`src/rtl/mat_window_bank.sv`:
```
// Neighbourhood register bank for the Mat pipeline: one reference pixel plus N_SEL
// neighbours, scanned one per cycle against a programmable threshold.
module mat_window_bank #(
  parameter int PIX_W   = 8,
  parameter int N_SEL   = 26,
  parameter int ADDR_W  = 5,
  parameter int THR_RST = 30,
  parameter int CNT_W   = $clog2(N_SEL + 1)
) (
  input  logic              clk,
  input  logic              nRESET,
  input  logic              wr_en,
  input  logic [ADDR_W-1:0] wr_addr,
  input  logic [PIX_W-1:0]  wr_data,
  input  logic              thr_wr,
  input  logic [PIX_W-1:0]  thr_data,
  input  logic              clear,
  input  logic              start,
  output logic [PIX_W-1:0]  threshold,
  output logic [PIX_W-1:0]  ref_pixel,
  output logic              all_loaded,
  output logic              busy,
  output logic              done,
  output logic [N_SEL-1:0]  match_mask,
  output logic [CNT_W-1:0]  match_count,
  output logic              wr_err
);

  typedef enum logic [1:0] {
    IDLE = 2'd0,
    SCAN = 2'd1,
    DONE = 2'd2
  } stateT;

  localparam logic [ADDR_W-1:0] LAST_IDX = ADDR_W'(N_SEL);

  stateT              stateReg, stateNext;
  logic [ADDR_W-1:0]  idxReg;
  logic [PIX_W-1:0]   thrReg, thrSnapReg;
  logic [PIX_W-1:0]   pixReg [0:N_SEL];
  logic [N_SEL:0]     loadedReg;
  logic [N_SEL-1:0]   maskReg, maskNext;
  logic [CNT_W-1:0]   countReg;
  logic               wrErrReg;

  logic               addrInRange, wrAccept, wrReject, startAccept, lastIdx;
  logic [PIX_W-1:0]   selPix;
  logic [PIX_W:0]     selExt, refExt, absDiff;
  logic               isMatch;

  assign addrInRange = (wr_addr <= LAST_IDX);
  assign all_loaded  = &loadedReg;
  // clear outranks writes: a dropped write under clear is not an error
  assign wrAccept    = wr_en && !clear && (stateReg == IDLE) && addrInRange;
  assign wrReject    = wr_en && !clear && ((stateReg != IDLE) || !addrInRange);
  assign startAccept = (stateReg == IDLE) && start && all_loaded && !clear;
  assign lastIdx     = (idxReg == LAST_IDX);

  // Unsigned magnitude with one extra bit so the subtraction never wraps
  assign selPix  = pixReg[idxReg];
  assign selExt  = {1'b0, selPix};
  assign refExt  = {1'b0, pixReg[0]};
  assign absDiff = (selExt >= refExt) ? (selExt - refExt) : (refExt - selExt);
  assign isMatch = (absDiff <= {1'b0, thrSnapReg});

  genvar gi;
  generate
    for (gi = 0; gi < N_SEL; gi++) begin : gen_mask
      assign maskNext[gi] = maskReg[gi] | (isMatch && (idxReg == ADDR_W'(gi + 1)));
    end
  endgenerate

  // State register
  always_ff @(posedge clk) begin
    if (!nRESET) begin
      stateReg <= IDLE;
    end else begin
      stateReg <= stateNext;
    end
  end

  // Next-state logic
  always_comb begin
    stateNext = stateReg;
    if (clear) begin
      stateNext = IDLE;
    end else begin
      case (stateReg)
        IDLE:    if (startAccept) stateNext = SCAN;
        SCAN:    if (lastIdx) stateNext = DONE;
        DONE:    stateNext = IDLE;
        default: stateNext = IDLE;
      endcase
    end
  end

  // Output decode
  always_comb begin
    busy = 1'b0;
    done = 1'b0;
    case (stateReg)
      SCAN:    busy = 1'b1;
      DONE:    done = 1'b1;
      default: ;
    endcase
  end

  // Pixel storage and loaded bitmap
  always_ff @(posedge clk) begin
    if (!nRESET) begin
      for (int i = 0; i <= N_SEL; i++) begin
        pixReg[i] <= '0;
      end
      loadedReg <= '0;
    end else if (clear) begin
      loadedReg <= '0;
    end else if (wrAccept) begin
      pixReg[wr_addr]    <= wr_data;
      loadedReg[wr_addr] <= 1'b1;
    end
  end

  // Threshold, scan datapath and error pulse
  always_ff @(posedge clk) begin
    if (!nRESET) begin
      thrReg     <= PIX_W'(THR_RST);
      thrSnapReg <= '0;
      idxReg     <= ADDR_W'(1);
      maskReg    <= '0;
      countReg   <= '0;
      wrErrReg   <= 1'b0;
    end else begin
      wrErrReg <= wrReject;
      if (thr_wr) begin
        thrReg <= thr_data;
      end
      if (clear) begin
        idxReg   <= ADDR_W'(1);
        maskReg  <= '0;
        countReg <= '0;
      end else if (startAccept) begin
        idxReg     <= ADDR_W'(1);
        thrSnapReg <= thrReg;
        maskReg    <= '0;
        countReg   <= '0;
      end else if (stateReg == SCAN) begin
        maskReg <= maskNext;
        if (isMatch) begin
          countReg <= countReg + CNT_W'(1);
        end
        idxReg <= idxReg + ADDR_W'(1);
      end
    end
  end

  assign threshold   = thrReg;
  assign ref_pixel   = pixReg[0];
  assign match_mask  = maskReg;
  assign match_count = countReg;
  assign wr_err      = wrErrReg;

endmodule

```
`config.mk`:
```
export PLATFORM = sky130hd
export DESIGN_NAME = mat_window_bank
export DESIGN_NICKNAME = d
export VERILOG_FILES = /design/src/rtl/mat_window_bank.sv
export SDC_FILE = /design/constraint.sdc
export NUM_CORES = 1
export LEC_CHECK = 0
export CAP_MARGIN = 40
export CORE_MARGIN = 2
export CORE_UTILIZATION = 50
export DETAILED_ROUTE_END_ITERATION = 10
export DONT_BUFFER_PORTS = 1
export RECOVER_POWER = 25
export SLEW_MARGIN = 10
export SYNTH_ARGS = -nofsm -noshare
export SYNTH_HDL_FRONTEND = slang
export SYNTH_SLANG_ARGS = --single-unit
```
`constraint.sdc`:
```
create_clock -name clk -period 15.2 [get_ports clk]
set_clock_uncertainty 0.2 [all_clocks]
set_input_delay 3.04 -clock clk [delete_from_list [all_inputs] [get_ports clk]]
set_output_delay 3.04 -clock clk [all_outputs]
set_load 0.02 [all_outputs]
```
# Yosys cells after proc, flatten, opt, wreduce, memory -nomap -nowiden
# Memory sizes are Yosys's and may differ from the RTL's. A register that Yosys moved wholly into a read port is not among the register bits.
# Cells that the tools add are included.
[word_totals]
ff_bits = 82
latch_bits = 0
ram_bits = 216
rom_bits = 0
in_bits = 27
output_inout_bits = 51
word_cells = 141
memories = 1
[classes]
add_sub_neg = 4
mul = 0
n_div = 0
magnitude_cmp = 5
eq_ne = 30
shifts = 0
muxes = 18
bitwise_logic = 29
reduce_logical = 46
[memory_table]
columns = ["memory", "words", "width", "read_ports", "rd_clocked_by_memory_dff", "wr", "line_no", "rtl"]
rows = [
  ["pixReg", 27, 8, 2, 1, 27, "40", "logic [PIX_W-1:0] pixReg [0:N_SEL];"],
]
[op_table]
columns = ["operator", "count"]
rows = [
  ["$eq 5x5->1 const B", 11],
  ["$eq 5x4->1 const B", 8],
  ["$logic_and 1x1->1", 34],
  ["$or 27x27->27", 1],
  ["$reduce_and 27->1", 1],
  ["$or 1x1->1", 26],
  ["$eq 5x3->1 const B", 4],
  ["$sub 8x8->9", 2],
  ["$mux 5", 3],
  ["$add 5x1->5 const B", 2],
  ["$eq 5x2->1 const B", 2],
  ["$le 9x8->1", 1],
  ["$mux 1", 9],
  ["$mux 9", 1],
  ["$ge 8x8->1", 1],
  ["$mux 8", 1],
  ["$reduce_or 8->1", 1],
  ["$lt 5x6->1 const B", 1],
  ["$reduce_and 2->1", 3],
  ["$demux 1 s5", 1],
  ["$eq 5x1->1 const B", 1],
  ["$ge 5x1->1 const B", 1],
  ["$le 5x5->1 const B", 1],
  ["$mux 2", 2],
  ["11 further kinds", 14],
]

# Logic depth before layout (Yosys ltp)
[logic_depth]
depth_word = 10
depth_mapped = 24
depth_no_buf = 19

# Least setup slack after synthesis
# No wires, ideal clock.
[synth_timing]
kind = "reg2reg"
start = "register (tool-made name)"
end = "register maskReg[10], in the netlist match_mask[10]"
setup_time_ns = 0.067
arrival_ns = 5.672
required_ns = 14.933
setup_slack_ns = 9.260
path_stages_with_launch = 24
n_path_buf = 6
synth_period_minus_slack_ns = 5.940
cell_sequence = "dfxtp_1 -> clkbuf_1 -> buf_2 -> mux4_2 -> mux4_2 -> mux2i_1 -> inv_1 -> ha_1 -> buf_6 -> and3_1 -> buf_6 -> and3_4 -> a221oi_4 -> mux2i_1 -> xnor2_1 -> ha_1 -> a21o_1 -> a21o_1 -> a2111oi_0 -> o31ai_1 -> or2_1 -> buf_6 -> buf_12 -> o21ai_2"
[synth_rtl]
columns = ["element", "line_no", "rtl"]
rows = [
  ["end signal, assigned", "147", "maskReg <= maskNext;"],
  ["end, declared", "42", "logic [N_SEL-1:0] maskReg, maskNext;"],
]

==> results.txt <==
status -> completed
Die Span Y -> 182 µm
Final Max Slew Viols -> 0
core area -> 31300 µm²
drt drc -> 0
GP Congestion -> 0.892
row count -> 65
CTS sink cnt -> 343
WP data arrival -> 7.47 ns
initial antenna violation count -> 2
htree depth -> 2
flops & latches, synth -> 343
Worst VDD drop -> 0.0880 mV
Buffers on Ports -> 0
setup bufs post-CTS -> 0
Initial Util -> 50.4%
DP HPWL -> 25200 µm
number of global-route vias before repair -> 9417
worst hold slack -> 0.264 ns
kind of critical path -> flip-flop to flip-flop
cts hold-fix bufs -> 0
Reg2Reg Setup Slack -> 7.95 ns
Pre-antenna DRT Iters -> 5
commonest non-fill, non-tap cell in the layout -> edfxtp_1
Layout area overhead -> 11.3%
CTS tree -> built
detailed-route wire length per cell -> 22.8 µm
clk root buf -> clkbuf_16
most frequent cells in the layout -> edfxtp_1 (256), and2_1 (214), dfxtp_1 (85)
post-synthesis sequential area ratio -> 59.8%
Worst EP required -> 15.43 ns
post-cts sizing count -> 0
clk_lat worst skew -> 0.51 ns
total routed wirelength -> 37500 µm
Synth async-reset ratio -> 0%
Final Critical Period -> 7.25 ns
Worst Tran Pin Value -> 1.03 ns
DIE WIDTH -> 182 µm
syn avg cell area -> 13.4 µm²
Finished Cell Area -> 17600 µm²
RSZ-0062 raised after global routing -> false
Fin. Hold Viols -> 0
Ports -> 78
Placed Instance Area -> 16400 µm²
HP Start -> loadedReg[14]
max frequency -> 138 MHz
Final Net Count -> 1276
pwr dens -> 116 nW/µm²
Synth warnings -> 0
vias per inst -> 5.68
antenna cell count -> 0
Power, Total -> 2.04 mW
Crit Path Max Fanout -> 36
global-route wire length before repair -> 57600 µm
grt ovf -> 0
fillers -> 2564
Vias -> 9355
Worst Setup Start Kind -> flip-flop
pin count of the biggest net entering global routing -> 55
Post-synth EDFFs -> 256
Post-Syn Area -> 15800 µm²
number of max-cap violations -> 0
TritonCTS Buffers -> 38
fin crit share -> 47.7%
Clock Pin Slew Worst Setup and Hold Paths -> 0.06 ns
Die Area -> 33000 µm²
LEAKAGE -> 6.31 nW
Setup Viol. Count Final -> 0
Cell variety after synth -> 55
aggregate global-route resource usage -> 23.3%
top_reg_cell synth -> edfxtp_1
share of cells above drive strength 1 -> 16.3%
Worst setup EP type -> flip-flop
Slew HR -> 31.3%
Hold Path Class -> flip-flop to flip-flop
Setup TNS -> 0 ns
Final ANT Viol Nets -> 0
Mapped Cells -> 1175
initial drt markers -> 795
clock buffer depth -> 3
==> synthesized netlist by cell type, types with 2 or more instances <==
| cell type | number | area (µm²) |
|---|---|---|
| or4_1 | 2 | 15.0 |
| o21a_1 | 20 | 150 |
| mux4_2 | 80 | 1800 |
| o21ai_2 | 20 | 175 |
| and2_1 | 218 | 1360 |
| a21oi_1 | 15 | 75.1 |
| mux2i_1 | 30 | 300 |
| buf_1 | 6 | 22.5 |
| buf_12 | 2 | 40.0 |
| nand4_1 | 10 | 62.6 |
| xor2_1 | 3 | 26.3 |
| a21o_2 | 4 | 35.0 |
| dfxtp_1 | 87 | 1740 |
| a221oi_1 | 3 | 26.3 |
| nor2b_1 | 6 | 37.5 |
| edfxtp_1 | 256 | 7690 |
| a211oi_1 | 2 | 15.0 |
| nand3_1 | 35 | 175 |
| nand2b_1 | 6 | 37.5 |
| clkbuf_1 | 53 | 199 |
| ha_1 | 30 | 375 |
| nor2_1 | 84 | 315 |
| o21ai_0 | 38 | 190 |
| nor3_1 | 8 | 40.0 |
| o31ai_1 | 4 | 30.0 |
| buf_2 | 10 | 50.1 |
| nand2_1 | 58 | 218 |
| nand3b_1 | 2 | 15.0 |
| and3_1 | 4 | 25.0 |
| buf_6 | 3 | 33.8 |
| xnor2_1 | 5 | 43.8 |
| inv_1 | 31 | 116 |
| or2_2 | 4 | 25.0 |
| a31oi_1 | 3 | 18.8 |
| nor3b_1 | 4 | 30.0 |
| a21o_1 | 9 | 67.6 |
| fa_1 | 2 | 40.0 |
==> per-stage QoR <==
| stage | setup WS, ns | std cells | utilization, % |
|---|---|---|---|
| final | 7.95 | 1648 | 56.1 |
| after global routing | 7.43 | 1648 | 56.1 |
| after CTS | 7.88 | 1648 | 56.1 |
| after detailed placement | 7.92 | 1579 | 52.4 |
| after global placement | 8.05 | 1570 | 52.1 |
| after floorplan | 9.26 | 1214 | - |
==> layer usage <==
metal / wire length [µm] / track usage (%) / vias up
met4: 981 / 6.99 / 0
met5: 0 / 0 / -
met1: 17000 / 33.4 / 4706
met2: 17400 / 36.9 / 266
met3: 2140 / 3.99 / 60
li1: - / - / 4323
==> report_power, final <==
part / switching (mW) / internal (mW) / leakage (nW)
Combinational: 0.0679 / 0.0514 / 2.59
Sequential: 0.0179 / 1.05 / 3.15
Clock: 0.357 / 0.502 / 0.575
==> worst max-delay path: stages (launching register included) <==
cell and delay (ns):
dfxtp_4 0.85, buf_4 0.63, mux4_2 0.59, mux4_2 0.47, mux2i_1 0.29, inv_1 0.08, ha_1 0.40, a21oi_1 0.30
o21ai_1 0.20, a221oi_4 0.59, mux2i_1 0.28, xnor2_1 0.15, ha_1 0.26, a21o_1 0.16, a21o_1 0.17, a2111oi_0 0.45
o31ai_1 0.23, or2_1 0.27, buf_4 0.26, o31ai_1 0.26
==> registers in the layout, summed over array words and instances (netlist names), named ones only <==
| name | flops |
|---|---|
| thrSnapReg | 8 |
| match_count | 5 |
| wr_err | 1 |
| loadedReg | 27 |
| match_mask | 26 |
| threshold | 8 |
| idxReg | 5 |
| pixReg | 256 |
| stateReg | 2 |
==> path summary, 6_finish.rpt <==
kind / endpoint / cells after the start
setup / recovery: match_mask[25] / 19
hold / removal: loadedReg[14] / 1
setup reg to reg: match_mask[25] / 19
hold reg to reg: loadedReg[14] / 1
==> kinds of logic after synthesis <==
group,count (synthesis),synth area share (%)
AOI/OAI and AO/OA,126,5.46
xor gates and xnor gates,8,0.444
adders and majority gates,32,2.63
buffers and inverters,106,2.95
DFF,343,59.8
muxes,112,13.5
other,1,0.0238
and+or+nand+nor,447,15.2
==> area by class of cell <==
cell class / instances / area [µm²] / area share, %
multi-input combinational: 765 / 6030 / 34.3
clock buffer: 57 / 1100 / 6.28
sequential: 343 / 9430 / 53.7
inverter: 32 / 120 / 0.684
clock inverter: 12 / 62.6 / 0.356
timing repair buffer: 37 / 313 / 1.78
tap: 402 / 503 / 2.86
(Power assumes the default switching activity.)
